**src/rtl/alu_seq.sv**
```systemverilog
// alu_seq -- handshaked multi-function ALU with an iterative restoring divider.
//
// Takes one operation per transaction on a valid/ready input channel and presents
// the result and flags on a valid/ready output channel. Logic, add/sub and (by
// default) multiply finish in one cycle. Divide runs one restoring step per cycle
// for WIDTH cycles. A zero divisor short-cuts to a one-cycle all-ones result.
//
// Optional build macro:
//   ALU_ITER_MUL_EN  op 2 becomes an iterative shift-add multiplier (WIDTH cycles).
//                    rem then carries the high half of the product.
//                    When undefined, op 2 is single-cycle and rem = 0.
//
// Parameters:
//   WIDTH        operand/result width in bits (>= 4)
//
// Ports:
//   clk          rising-edge clock
//   rst          synchronous, active-high reset
//   in_valid     operand/opcode valid
//   in_ready     block can accept a transaction (high only while idle)
//   a, b         operands
//   sel          opcode:
//                  0 a+b    1 a-b     2 a*b     3 a/b
//                  4 a&b    5 a|b     6 ~(a&b)  7 ~(a|b)
//                  8 ~a     9 ~b      A b-a     B b/a
//                  C ~a&~b  D ~a|~b   E a&~b    F ~a&b
//   out_valid    result/flags valid; held until out_ready
//   out_ready    consumer accepts the result
//   result       primary result
//   rem          division remainder (or high product half), else 0
//   cout         carry (op 0) or borrow (ops 1, A), else 0
//   zero         result == 0
//   div_by_zero  divide op saw a zero divisor
module alu_seq #(
    parameter int WIDTH = 16
) (
    input  logic             clk,
    input  logic             rst,
    input  logic             in_valid,
    output logic             in_ready,
    input  logic [WIDTH-1:0] a,
    input  logic [WIDTH-1:0] b,
    input  logic [3:0]       sel,
    output logic             out_valid,
    input  logic             out_ready,
    output logic [WIDTH-1:0] result,
    output logic [WIDTH-1:0] rem,
    output logic             cout,
    output logic             zero,
    output logic             div_by_zero
);

    localparam int CNT_W = $clog2(WIDTH);
    localparam logic [CNT_W-1:0] CNT_LAST = CNT_W'(WIDTH - 1);

    typedef enum logic [1:0] {
        IDLE = 2'd0,
        BUSY = 2'd1,
        DONE = 2'd2
    } state_t;

    typedef struct packed {
        logic [WIDTH-1:0] hi;
        logic [WIDTH-1:0] lo;
    } pair_t;

    // One restoring-division step. hi holds the partial remainder, q shifts the
    // dividend out of its top and collects quotient bits in at the bottom.
    // The shifted remainder can reach WIDTH+1 bits; when its top bit is set it
    // is certainly >= d and the WIDTH-bit difference is still exact.
    function automatic pair_t div_step(input logic [WIDTH-1:0] r,
                                       input logic [WIDTH-1:0] q,
                                       input logic [WIDTH-1:0] d);
        logic [WIDTH:0]   sh;
        logic [WIDTH-1:0] diff;
        pair_t            o;
        sh   = {r, q[WIDTH-1]};
        diff = sh[WIDTH-1:0] - d;
        o.lo = {q[WIDTH-2:0], 1'b0};
        o.hi = sh[WIDTH-1:0];
        if (sh[WIDTH] || (sh[WIDTH-1:0] >= d)) begin
            o.hi    = diff;
            o.lo[0] = 1'b1;
        end
        return o;
    endfunction

`ifdef ALU_ITER_MUL_EN
    // One shift-add multiply step: conditionally add the multiplicand into the
    // high half, then shift the whole {carry, hi, lo} product right by one.
    function automatic pair_t mul_step(input logic [WIDTH-1:0] h,
                                       input logic [WIDTH-1:0] l,
                                       input logic [WIDTH-1:0] m);
        logic [WIDTH:0] s;
        pair_t          o;
        s    = l[0] ? ({1'b0, h} + {1'b0, m}) : {1'b0, h};
        o.hi = s[WIDTH:1];
        o.lo = {s[0], l[WIDTH-1:1]};
        return o;
    endfunction
`endif

    state_t           state;
    logic [CNT_W-1:0] iter_cnt;
    logic [WIDTH-1:0] work_hi;
    logic [WIDTH-1:0] work_lo;
    logic [WIDTH-1:0] opnd;
`ifdef ALU_ITER_MUL_EN
    logic             is_mul;
`endif

    logic             accept;
    logic             is_div_c;
    logic [WIDTH-1:0] dividend_c;
    logic [WIDTH-1:0] divisor_c;
    logic [WIDTH:0]   sum_c;
    logic [WIDTH-1:0] res_c;
    logic             cout_c;
    pair_t            step_c;

    assign accept = in_valid & in_ready;

    // Single-cycle datapath and divide operand steering, decoded from the live inputs.
    always_comb begin
        is_div_c   = (sel == 4'h3) || (sel == 4'hB);
        dividend_c = (sel == 4'h3) ? a : b;
        divisor_c  = (sel == 4'h3) ? b : a;
        sum_c      = {1'b0, a} + {1'b0, b};
        res_c      = '0;
        cout_c     = 1'b0;
        case (sel)
            4'h0: begin
                res_c  = sum_c[WIDTH-1:0];
                cout_c = sum_c[WIDTH];
            end
            4'h1: begin
                res_c  = a - b;
                cout_c = (a < b);
            end
            4'h2: res_c = a * b;
            4'h4: res_c = a & b;
            4'h5: res_c = a | b;
            4'h6: res_c = ~(a & b);
            4'h7: res_c = ~(a | b);
            4'h8: res_c = ~a;
            4'h9: res_c = ~b;
            4'hA: begin
                res_c  = b - a;
                cout_c = (b < a);
            end
            4'hC: res_c = ~a & ~b;
            4'hD: res_c = ~a | ~b;
            4'hE: res_c = a & ~b;
            4'hF: res_c = ~a & b;
            default: res_c = '0;
        endcase
    end

    always_comb begin
`ifdef ALU_ITER_MUL_EN
        step_c = is_mul ? mul_step(work_hi, work_lo, opnd)
                        : div_step(work_hi, work_lo, opnd);
`else
        step_c = div_step(work_hi, work_lo, opnd);
`endif
    end

    always_ff @(posedge clk) begin
        if (rst) begin
            state       <= IDLE;
            in_ready    <= 1'b1;
            out_valid   <= 1'b0;
            iter_cnt    <= '0;
            result      <= '0;
            rem         <= '0;
            cout        <= 1'b0;
            zero        <= 1'b0;
            div_by_zero <= 1'b0;
        end else begin
            case (state)
                IDLE: begin
                    if (accept) begin
                        in_ready <= 1'b0;
                        if (is_div_c && (divisor_c == '0)) begin
                            result      <= '1;
                            rem         <= dividend_c;
                            cout        <= 1'b0;
                            zero        <= 1'b0;
                            div_by_zero <= 1'b1;
                            out_valid   <= 1'b1;
                            state       <= DONE;
                        end else if (is_div_c) begin
                            work_hi  <= '0;
                            work_lo  <= dividend_c;
                            opnd     <= divisor_c;
                            iter_cnt <= CNT_LAST;
`ifdef ALU_ITER_MUL_EN
                            is_mul   <= 1'b0;
`endif
                            state    <= BUSY;
`ifdef ALU_ITER_MUL_EN
                        end else if (sel == 4'h2) begin
                            work_hi  <= '0;
                            work_lo  <= b;
                            opnd     <= a;
                            iter_cnt <= CNT_LAST;
                            is_mul   <= 1'b1;
                            state    <= BUSY;
`endif
                        end else begin
                            result      <= res_c;
                            rem         <= '0;
                            cout        <= cout_c;
                            zero        <= (res_c == '0);
                            div_by_zero <= 1'b0;
                            out_valid   <= 1'b1;
                            state       <= DONE;
                        end
                    end
                end
                BUSY: begin
                    work_hi <= step_c.hi;
                    work_lo <= step_c.lo;
                    if (iter_cnt == '0) begin
                        result      <= step_c.lo;
                        rem         <= step_c.hi;
                        cout        <= 1'b0;
                        zero        <= (step_c.lo == '0);
                        div_by_zero <= 1'b0;
                        out_valid   <= 1'b1;
                        state       <= DONE;
                    end else begin
                        iter_cnt <= iter_cnt - 1'b1;
                    end
                end
                DONE: begin
                    // Outputs hold until the consumer takes them; a new op can be
                    // accepted from the following cycle.
                    if (out_ready) begin
                        out_valid <= 1'b0;
                        in_ready  <= 1'b1;
                        state     <= IDLE;
                    end
                end
                default: begin
                    out_valid <= 1'b0;
                    in_ready  <= 1'b1;
                    state     <= IDLE;
                end
            endcase
        end
    end

endmodule

```
**config.mk**
```make
export PLATFORM = sky130hd
export DESIGN_NAME = alu_seq
export DESIGN_NICKNAME = d
export VERILOG_FILES = /design/src/rtl/alu_seq.sv
export SDC_FILE = /design/constraint.sdc
export NUM_CORES = 1
export LEC_CHECK = 0
export CAP_MARGIN = 20
export CORE_MARGIN = 2
export CORE_UTILIZATION = 35
export CTS_CLUSTER_SIZE = 12
export DETAILED_ROUTE_END_ITERATION = 6
export SLEW_MARGIN = 40
export SYNTH_ARGS = -nofsm -noshare
export SYNTH_HDL_FRONTEND = slang
export SYNTH_SLANG_ARGS = --single-unit
```
**constraint.sdc**
```tcl
create_clock -name clk -period 15.3 [get_ports clk]
set_input_delay 2.295 -clock clk [delete_from_list [all_inputs] [get_ports clk]]
set_output_delay 2.295 -clock clk [all_outputs]
set_load 0.005 [all_outputs]
```
======== Yosys cells after proc, flatten, opt, wreduce, memory -nomap -nowiden ========
Index checks and enable logic that the tools add are counted.
word-level totals
  register bits after elaboration ......... 91
  input port bits ......................... 40
  output and inout bits ................... 37
cells by class
  add/sub/neg operators ................... 5
  multipliers ............................. 1
  magnitude comparators ................... 3
  eq/ne operators ......................... 24
  multiplexer cells ....................... 58
  bitwise gates (word level) .............. 14
  reduce and logical (&&, ||, !) cells .... 17
operators with widths
  cell                                                             count
  16-bit 2-to-1 mux                                                17
  16-bit case mux with 14 select lines                             1
  16-bit case mux with 2 select lines                              4
  16-bit AND                                                       4
  16-bit NOT                                                       4
  16-bit zero test                                                 3
  16-bit subtractor                                                3
  4-bit == test, second input constant                             8
  16-bit less-than comparator                                      2
  16-bit bitwise OR                                                2
  1-bit 2-to-1 mux                                                 19
  16-bit by 16-bit adder with 17-bit output                        1
  4-bit by 3-bit == test with 1-bit output, second input constant  4
  16-bit >= comparator                                             1
  16-bit by 16-bit multiplier with 16-bit output                   1
  4-bit 2-to-1 mux                                                 4
  5-bit AND reduction                                              3
  2-bit != test, second input constant                             6
  2-bit 2-to-1 mux                                                 5
  1-bit case mux with 3 select lines                               3
  4-bit by 2-bit == test with 1-bit output, second input constant  2
  4-bit zero test                                                  2
  4-bit case mux with 2 select lines                               1
  4-bit AND reduction                                              2
  other kinds (14)                                                 20

======== Longest topological paths before layout ========
Gate-level depths: netlist of the first run.
  depth in word-level cells ............... 8
  mapped depth ............................ 25
  depth with buffers taken out ............ 23

======== Worst setup path after synthesis of the first run ========
OpenSTA, ideal clock, no wires.
  path kind ............................... input -> register
  from .................................... in b[4]
  to ...................................... reg zero
  setup time .............................. 96 ps
  arrival ................................. 7,669 ps
  slack ................................... 7,535 ps
  stages on the path ...................... 22
  path buffers ............................ 1
  cell sequence ........................... clkbuf_1 > clkinv_1 > nor2_1 > fa_1 > inv_1 > fa_1 > fa_1 > fa_1 > inv_1 > fa_1 > inv_1 > fa_1 > inv_1 > ha_1 > or3_1 > o211ai_1 > o21ai_0 > xnor2_1 > nor2_1 > a2111oi_2 > nand2_1 > o41ai_2
between the ends
  word-level cells in the longest chain between the ends .. 8
RTL lines
  what                                                                                    RTL line  source
  from (decl)                                                                             42        input logic [WIDTH-1:0] b,
  branches (longest 8 deep; another with 16-bit by 16-bit multiplier with 16-bit output)  --
  to (signal assigned)                                                                    214       zero <= (res_c == '0);
  to (signal assigned)                                                                    228       zero <= (step_c.lo == '0);
  to (decl)                                                                               49        output logic zero,
Several ways; the timed one is not identified. The select of a mux whose other input is x is not followed.
A chain may end at the register's enable or synchronous reset.

======== Worst setup path in the final report of the first run ========
  from .................................... in a[2]
  to ...................................... reg zero
between the ends
  word-level cells in the longest chain between the ends .. 8
RTL lines
  what                                                                                    RTL line  source
  from (decl)                                                                             41        input logic [WIDTH-1:0] a,
  branches (longest 8 deep; another with 16-bit by 16-bit multiplier with 16-bit output)  --
Several ways; the timed one is not identified. The select of a mux whose other input is x is not followed.

==> results.tsv, run 1 <==
stage	metric	value	unit
synthesis	ys_seq_elements	91	
final_layout	fin_cells	2101	
power	ir_worst_vdd	182.9	uV
final_layout	diodes	0	
clock_tree	cts_buffer_depth	2	
floorplan	coreArea	36430	um^2
global_routing	antenna_found_initial	0	
synthesis	synth.area.top_cells	fa_1, ha_1, edfxtp_1	
global_routing	grt_max_degree	57	
min_path	hold_class	reg -> reg	
final_layout	multi_input_area	9530	um^2
floorplan	ios	77	
sta	relSlewSlack	43.76	%
worst_setup_path	critPathLaunchType	input port	
detailed_routing	drtPass1Iterations	6	
floorplan	core.rowCount	70	
detailed_routing	routed_wl	49.24	mm
synthesis	syn-cell-area	12880	um^2
power	p_per_area	115.8	nW/um^2
status	status	finished clean	
final_layout	final_util	39.53	%
min_path	min_from	result[6]	
clock_tree	h-tree-depth	3	
sta	finalSetupViolCount	0	
worst_setup_path	required	15570	ps
synthesis	yosysMostFrequentCell	inv_1	
synthesis	yosys.area.top_type_share	13.05	%
power	p_total	1.668	mW
final_layout	nets	1883	
clock_tree	clock_latency	350	ps
global_routing	grt_usage	25.47	%
floorplan	die-area	38360	um^2
sta	final_hold_viol_count	0	
sta	period_needed	9050	ps
synthesis	yosys-top-cells-count	inv_1, nor2_1, nand2_1	
floorplan	die_y	195.9	um
detailed_routing	avgViaCountPerCell	5.937	
placement	dp_hpwl	37.76	mm
placement	dp_cells	2085	
placement	gp_congestion	0.9634	
worst_setup_path	reg2reg_from	work_lo[15]	
detailed_routing	via_count	12470	
synthesis	yosysSeqAreaShare	17.87	%
worst_setup_path	arrival	9320	ps
worst_setup_path	r2r-end	rem[2]	
detailed_routing	drt-initial-drc-count	1214	
synthesis	yosysTopAreaCell	fa_1	
clock_tree	tritoncts	done	
min_path	hold_end	result[6]	
clock_tree	root_buffer	clkbuf_16	
synthesis	ys.warnings.count	0	
synthesis	synth_cell_types	82	
synthesis	avgSynthCellArea	7.992	um^2
sta	report.final.slew_viol_count	0	
sta	timing.hold.ws	457.2	ps
sta	finClkSkew	10.21	ps
worst_setup_path	reg2reg_depth	12	
job	drv_cap	0	
detailed_routing	route.detailed.drc	0	
placement	io_buffer_count	76	
global_routing	grt_pass1_vias	12010	
final_layout	syn_to_final_growth	11.79	%
worst_setup_path	path_max_fanout	13	
worst_setup_path	crit_type	in -> reg	
floorplan	start_util	35.36	%
sta	tns	0	ps
worst_setup_path	end_kind	flip-flop	
clock_tree	postCtsSetupRepairBufs	0	
worst_setup_path	rrSetupSlack	11730	ps
global_routing	grt-ovfl-total	0	
synthesis	syn_inst	1612	
final_layout	drive_above_1_share	5.756	%
detailed_routing	wire_per_inst	23.44	um
synthesis	synthFlopType	edfxtp_1	
sta	fin_crit_sh	59.15	%
synthesis	synth_edf_count	48	
min_path	hold_path_depth	2	
global_routing	grt_pass1_wl	74.49	mm
sta	worst_slew_pin_slew	842.7	ps
power	p_leak	6.081	nW
clock_tree	numCtsBuffers	9	
clock_tree	cts_resized	0	
final_layout	seq_area	2302	um^2
sta	fmax	110.5	MHz
final_layout	fillers	3790	
synthesis	synthArstFlopShare	0	%
floorplan	die_x	195.9	um
clock_tree	clkTransAtPathRegs	70	ps
clock_tree	holdBufCountCts	0	
synthesis	syn_nets	1867	
detailed_routing	antenna_left	0	
sta	rsz0062_at_grt	false	
clock_tree	clock-sinks	91	
-- state kept, by name (all words and copies together), names as in the netlist --
register,cells
opnd,16
rem,16
result,16
work_hi,16
work_lo,16
iter_cnt,4
state,2
cout,1
div_by_zero,1
in_ready,1
out_valid,1
zero,1
-- metal layers --
metal	part of all wire, %	wire, um	track usage [%]
met3	8.2	4043	3.455
met1	42	20510	33.99
met4	4.6	2252	11.17
met5	0	0	0
met2	46	22440	41.27
-- cell families after synthesis --
logic type	after synthesis	synth area share, %
buf+inv	291	8.712
simple gates	487	17.06
compound gates	420	22.72
fa+ha+maj	215	25.78
flops	91	17.87
xor+xnor	77	5.342
mux	31	2.525
-- how the worst max path moves through the flow --
stage | cells after the start | slack [ps] | endpoint | start
6_report | 21 | 6250 | zero | a[2]
5_1_grt | 21 | 6010 | zero | a[2]
4_1_cts | 21 | 6330 | zero | a[2]
3_5_place_dp | 21 | 5990 | zero | a[2]
3_3_place_gp | 22 | 6170 | zero | b[5]
2_1_floorplan | 22 | 7540 | zero | b[4]
-- cells in the final DEF (no fill, tap or decap), types with 27 or more instances in the layout --
| cell type | Yosys | layout |
|---|---|---|
| a211oi_1 | 29 | 29 |
| a21oi_1 | 98 | 97 |
| buf_4 | 0 | 27 |
| clkdlybuf4s50_1 | 0 | 75 |
| dfxtp_1 | 43 | 43 |
| edfxtp_1 | 48 | 48 |
| fa_1 | 84 | 84 |
| ha_1 | 131 | 131 |
| inv_1 | 180 | 180 |
| mux2i_1 | 28 | 27 |
| nand2_1 | 167 | 167 |
| nor2_1 | 168 | 167 |
| o21ai_0 | 78 | 78 |
| xnor2_1 | 55 | 55 |
-- power breakdown --
part	internal (mW)	total, mW	switching (mW)
clock network	0.123	0.225	0.102
logic	0.437	1.16	0.727
registers	0.269	0.278	0.00891
-- worst max-delay path: stages --
cell and delay, ps:
clkdlybuf4s50_1 960, clkinv_1 530, nor2_1 260, fa_1 470, fa_1 440, ha_1 200
fa_1 470, inv_1 50, fa_1 480, fa_1 490, inv_1 40, ha_1 210
or3_1 380, o221a_2 260, o211ai_1 260, o21ai_0 260, xnor2_1 360, nor2_1 120
a2111oi_2 350, nand2_1 120, o41ai_2 270
-- layout make-up --
class | instances | share of cell area (%)
Tap cell | 468 | 4.066
Inverter | 193 | 5.030
Clock buffer | 10 | 1.738
Sequential cell | 91 | 15.99
Multi-Input combinational cell | 1230 | 66.18
Clock inverter | 6 | 0.3475
Timing Repair Buffer | 103 | 6.655
-- metrics by stage --
stage | instance area [um^2] | setup slack [ps]
detailed placement | 14100 | 5985
global route | 14400 | 6012
floorplan | 12880 | 7535
global placement | 14080 | 6167
finish | 14400 | 6250
CTS | 14400 | 6332
Power figures use the tool's default switching activity.
==> run 2: changes to the inputs <==
==> constraint.sdc (replaced) <==
create_clock -name clk -period 7.7 [get_ports clk]
set_input_delay 1.155 -clock clk [delete_from_list [all_inputs] [get_ports clk]]
set_output_delay 1.155 -clock clk [all_outputs]
set_load 0.005 [all_outputs]
==> run 2 against run 1 <==
Count of clock-buffer cells in the layout up 1; first-iteration DRC count up 20%; utilization up 0.98 points; combinational power up 94%; routed wire length up 2.9%; clock skew up 0.72 ps; setup slack worse by 5800 ps; final cell count up 2.2%; non-clock buffer count up 46; design area up 2.5%; global-route usage up 0.78 points; largest cell class unchanged; largest power group unchanged; highest routed layer unchanged.
==> results.tsv, run 2 (same netlist as run 1, synthesis figures left out) <==
stage	metric	value	unit
status	status	finished clean	
sta	setup_slack	460.7	ps
detailed_routing	via_count	12840	
placement	dp_cells	2131	
clock_tree	holdBufCountCts	0	
detailed_routing	drtPass1Iterations	5	
clock_tree	h-tree-depth	3	
clock_tree	numCtsBuffers	9	
final_layout	seq_area	2302	um^2
final_layout	syn_to_final_growth	14.56	%
worst_setup_path	arrival	7490	ps
final_layout	nets	1929	
power	ir_worst_vdd	232.1	uV
global_routing	grt_pass1_vias	12650	
sta	final_hold_viol_count	0	
global_routing	grt-ovfl-total	0	
detailed_routing	avgViaCountPerCell	5.980	
clock_tree	clock_latency	350	ps
sta	relSlewSlack	40.67	%
floorplan	die_y	195.9	um
floorplan	core.rowCount	70	
worst_setup_path	slowest_stage	fa_1	
final_layout	diodes	0	
placement	io_buffer_count	76	
final_layout	mostFrequentLayoutCells	inv_1, nor2_1, nand2_1, ha_1, a21oi_1	
sta	period_needed	7239	ps
worst_setup_path	crit_type	in -> reg	
final_layout	drive_above_1_share	8.338	%
clock_tree	cts_buffer_depth	2	
sta	rsz0062_at_grt	false	
placement	gp_congestion	0.9940	
placement	dp_hpwl	39.99	mm
floorplan	ios	77	
floorplan	die-area	38360	um^2
clock_tree	clkTransAtPathRegs	70	ps
sta	tns	0	ps
global_routing	grt_usage	26.25	%
clock_tree	tritoncts	done	
detailed_routing	route.detailed.drc	0	
final_layout	fillers	3720	
worst_setup_path	path_max_fanout	8	
floorplan	die_x	195.9	um
power	p_leak	6.315	nW
sta	fmax	138.1	MHz
sta	worst_slew_pin_slew	865.2	ps
job	drv_cap	0	
sta	finalSetupViolCount	0	
placement	place_ws	113.5	ps
floorplan	start_util	35.36	%
worst_setup_path	reg2reg_depth	12	
sta	report.final.slew_viol_count	0	
worst_setup_path	end_kind	flip-flop	
clock_tree	clock-sinks	91	
global_routing	grt_max_degree	58	
min_path	hold_path_depth	2	
worst_setup_path	slowest_delay	550	ps
detailed_routing	wire_per_inst	23.61	um
min_path	hold_class	reg -> reg	
worst_setup_path	critPathLaunchType	input port	
detailed_routing	drt-initial-drc-count	1458	
final_layout	multi_input_area	9528	um^2
global_routing	grt_pass1_wl	77.15	mm
final_layout	final_util	40.50	%
clock_tree	cts_resized	0	
floorplan	coreArea	36430	um^2
detailed_routing	antenna_left	0	
power	p_per_area	221.5	nW/um^2
clock_tree	postCtsSetupRepairBufs	0	
detailed_routing	routed_wl	50.69	mm
final_layout	fin_cells	2147	
worst_setup_path	cpMostUsedCell	fa_1	
final_layout	final_common_cell	inv_1	
sta	finClkSkew	10.93	ps
sta	fin_crit_sh	94.02	%
worst_setup_path	required	7960	ps
power	p_total	3.269	mW
clock_tree	root_buffer	clkbuf_16	
global_routing	antenna_found_initial	1	
worst_setup_path	crit_chain	clkdlybuf4s50_1 -> buf_4 -> ha_1 -> fa_1 -> inv_1 -> fa_1 -> inv_1 -> fa_1 -> fa_1 -> fa_1 -> inv_1 -> fa_1 -> inv_1 -> ha_1 -> or3_1 -> o211ai_1 -> o21ai_0 -> xnor2_1 -> nor2_1 -> a2111oi_2 -> nand2_1 -> o41ai_2	
## run 2: power by group
group / switching [mW] / leakage, nW / internal (mW)
combinational: 1.35 / 5.36 / 0.900
sequential: 0.0181 / 0.796 / 0.535
clock: 0.201 / 0.161 / 0.264
## run 2: path summary, 6_finish.rpt
| path | from | to | slack [ps] |
|---|---|---|---|
| hold reg to reg | result[6] | result[6] | 460 |
| setup reg to reg | work_lo[15] | rem[2] | 4140 |
| setup / recovery | a[6] | zero | 460 |
| hold / removal | result[6] | result[6] | 460 |
## run 2: per-layer routing
layer	vias to the layer above	part of all wire (%)	GRT usage, %
met2	680	46	43.02
li1	5745	-	-
met5	-	0	0
met1	6282	42	34.20
met3	133	8.7	4.968
met4	0	4.2	10.30
## run 2: final cells by class
class	count	area share [%]
multi-input cells	1230	64.56
flip-flops and latches	91	15.60
repair buffers	149	8.800
inverters	193	4.909
well taps	468	3.968
clock buffers	11	1.865
clock inverters	5	0.2967
## run 2: worst max-delay path: cells and delay by family
kind | cells | cell delay, ps
AO/OA/AOI/OAI | 4 | 1150
XOR/XNOR | 1 | 240
adder cells (fa/ha/maj) | 8 | 3520
buffers and inverters | 6 | 840
AND/OR/NAND/NOR | 3 | 580
## run 2: stage by stage
step | instance area [um^2] | hold slack, ps
floorplan | 12880 | 448.3
global placement | 14430 | 444.8
detailed placement | 14430 | 450.3
CTS | 14750 | 458.9
global route | 14760 | 479.0
finish | 14760 | 457.6
==> run 3: changes to the inputs <==
--- a/config.mk
+++ b/config.mk
@@ -6,10 +6,12 @@
 export NUM_CORES = 1
 export LEC_CHECK = 0
 export CAP_MARGIN = 20
+export CORE_ASPECT_RATIO = 1.1
 export CORE_MARGIN = 2
 export CORE_UTILIZATION = 35
 export CTS_CLUSTER_SIZE = 12
 export DETAILED_ROUTE_END_ITERATION = 6
+export PLACE_DENSITY = 0.52
 export SLEW_MARGIN = 40
 export SYNTH_ARGS = -nofsm -noshare
 export SYNTH_HDL_FRONTEND = slang
==> run 3 against run 2 <==
Global-route usage shrank 0.48 points; non-clock buffer count shrank 1; final cell count grew 0.84%; power shrank 3.7%; routed wire length shrank 1.9%; clock skew grew 2.0 ps; register-to-register slack lost 30 ps; via count shrank 3.2%; fmax grew 0.31%; count of clock-buffer cells in the layout is the same; critical endpoint unchanged; largest power group unchanged.
==> results.tsv, run 3 (same netlist as run 1, synthesis figures left out) <==
stage	metric	value	unit
status	status	finished clean	
floorplan	core.rowCount	73	
final_layout	final_common_cell	inv_1	
power	swShare	46.88	%
power	power_switching	1.475	mW
clock_tree	cts_buffer_depth	2	
job	drv_cap	0	
clock_tree	holdBufCountCts	0	
clock_tree	numCtsBuffers	9	
detailed_routing	wire_per_inst	22.98	um
sta	fmax	138.6	MHz
final_layout	fin_cells	2165	
power	p_leak	6.300	nW
worst_setup_path	arrival	7470	ps
sta	rsz0062_at_grt	false	
detailed_routing	routed_wl	49.74	mm
global_routing	grt_usage	25.77	%
worst_setup_path	r2r-end	rem[4]	
global_routing	grt_pass1_wl	75.42	mm
sta	period_needed	7217	ps
worst_setup_path	end_kind	flip-flop	
power	seqPwrFrac	17.6	%
min_path	hold_path_depth	2	
clock_tree	cts_resized	0	
floorplan	die_y	205.2	um
clock_tree	clock_latency	350	ps
final_layout	nets	1928	
power	p_per_area	213.2	nW/um^2
clock_tree	clkTransAtPathRegs	70	ps
worst_setup_path	critPathLaunchType	input port	
floorplan	die_x	186.9	um
worst_setup_path	crit_type	in -> reg	
sta	finalSetupViolCount	0	
floorplan	start_util	35.53	%
global_routing	grt_max_degree	57	
worst_setup_path	reg2reg_from	opnd[0]	
power	combinationalPowerShare	68.4	%
floorplan	die-area	38360	um^2
placement	dp_hpwl	40.04	mm
final_layout	drive_above_1_share	8.164	%
detailed_routing	antenna_left	0	
detailed_routing	drt-initial-drc-count	1107	
min_path	hold_class	reg -> reg	
clock_tree	root_buffer	clkbuf_16	
placement	dp_cells	2149	
worst_setup_path	reg2reg_depth	11	
worst_setup_path	rrSetupSlack	4110	ps
worst_setup_path	required	7950	ps
min_path	hold_end	result[14]	
clock_tree	postCtsSetupRepairBufs	0	
global_routing	antenna_found_initial	1	
final_layout	syn_to_final_growth	14.58	%
final_layout	mostFrequentLayoutCells	inv_1, nor2_1, nand2_1, ha_1, a21oi_1	
floorplan	coreArea	36260	um^2
sta	relSlewSlack	43.11	%
detailed_routing	drtPass1Iterations	5	
power	ir_worst_vdd	376.3	uV
sta	tns	0	ps
clock_tree	h-tree-depth	3	
detailed_routing	route.detailed.drc	0	
power	p_int	1.672	mW
sta	fin_crit_sh	93.73	%
global_routing	grt-ovfl-total	0	
detailed_routing	avgViaCountPerCell	5.742	
sta	report.final.slew_viol_count	0	
global_routing	grt_pass1_vias	12100	
sta	finClkSkew	12.96	ps
detailed_routing	via_count	12430	
worst_setup_path	path_max_fanout	5	
power	clkPwrFrac	14.0	%
final_layout	diodes	0	
clock_tree	clock-sinks	91	
sta	worst_slew_pin_slew	850.7	ps
sta	final_hold_viol_count	0	
floorplan	ios	77	
placement	io_buffer_count	76	
min_path	min_from	result[14]	
placement	gp_congestion	0.9615	
clock_tree	tritoncts	done	
[run 3: final cells by class]
cell class	instances	area, um^2
multi-input combinational	1230	9522
timing repair buffer	148	1309
inverter	193	724.4
fill	3748	21500
clock buffer	11	254.0
sequential	91	2302
tap	487	609.3
clock inverter	5	40.04
[run 3: through the flow]
stage | hold WS [ps] | cell area [um^2] | setup slack (ps) | utilization [%] | power [mW]
after floorplan | 448.3 | 12880 | 1075 | - | 2.011
after global placement | 447.3 | 14440 | 122.7 | 39.83 | 2.713
after detailed placement | 450.8 | 14450 | 166.7 | 39.85 | 2.721
after CTS | 461.0 | 14740 | 517.5 | 40.66 | 3.178
after global routing | 490.7 | 14760 | 191.4 | 40.71 | 3.377
final | 456.9 | 14760 | 483.0 | 40.71 | 3.147
[run 3: worst max path at each step]
| stage | start | end | slack, ps | cells past startpoint |
|---|---|---|---|---|
| 3_5_place_dp | b[6] | zero | 170 | 22 |
| 3_3_place_gp | a[13] | zero | 120 | 22 |
| 2_1_floorplan | b[4] | zero | 1080 | 22 |
| 4_1_cts | b[6] | zero | 520 | 22 |
| 5_1_grt | b[6] | zero | 190 | 22 |
| 6_report | a[11] | zero | 480 | 22 |
[run 3: power groups by stage]
stage	Sequential (mW)	Clock, mW	Combinational [mW]
after CTS	0.555	0.450	2.17
after detailed placement	0.566	0	2.16
after global placement	0.566	0	2.15
after global routing	0.557	0.468	2.35
final	0.555	0.441	2.15
after floorplan	0.560	0	1.45
[run 3: layer usage]
metal | track usage (%) | vias to the layer above | part of all wire (%)
met1 | 34.48 | 6066 | 44
met5 | 0 | - | 0.020
met2 | 42.01 | 506 | 45
met3 | 3.309 | 96 | 6.4
li1 | - | 5761 | -
met4 | 10.97 | 2 | 4.5
[run 3: worst max-delay path: stages]
cell and delay (ps):
clkdlybuf4s50_1 630, inv_1 320, nor2_1 100, fa_1 510, inv_1 80, fa_1 550
inv_1 60, fa_1 480, fa_1 550, inv_1 50, fa_1 450, fa_1 430
xnor2_1 160, xnor2_1 180, xnor2_1 150, xnor2_1 150, xnor3_1 470, xnor2_1 150
nor2_1 100, a2111oi_2 350, nand2_1 120, o41ai_2 260
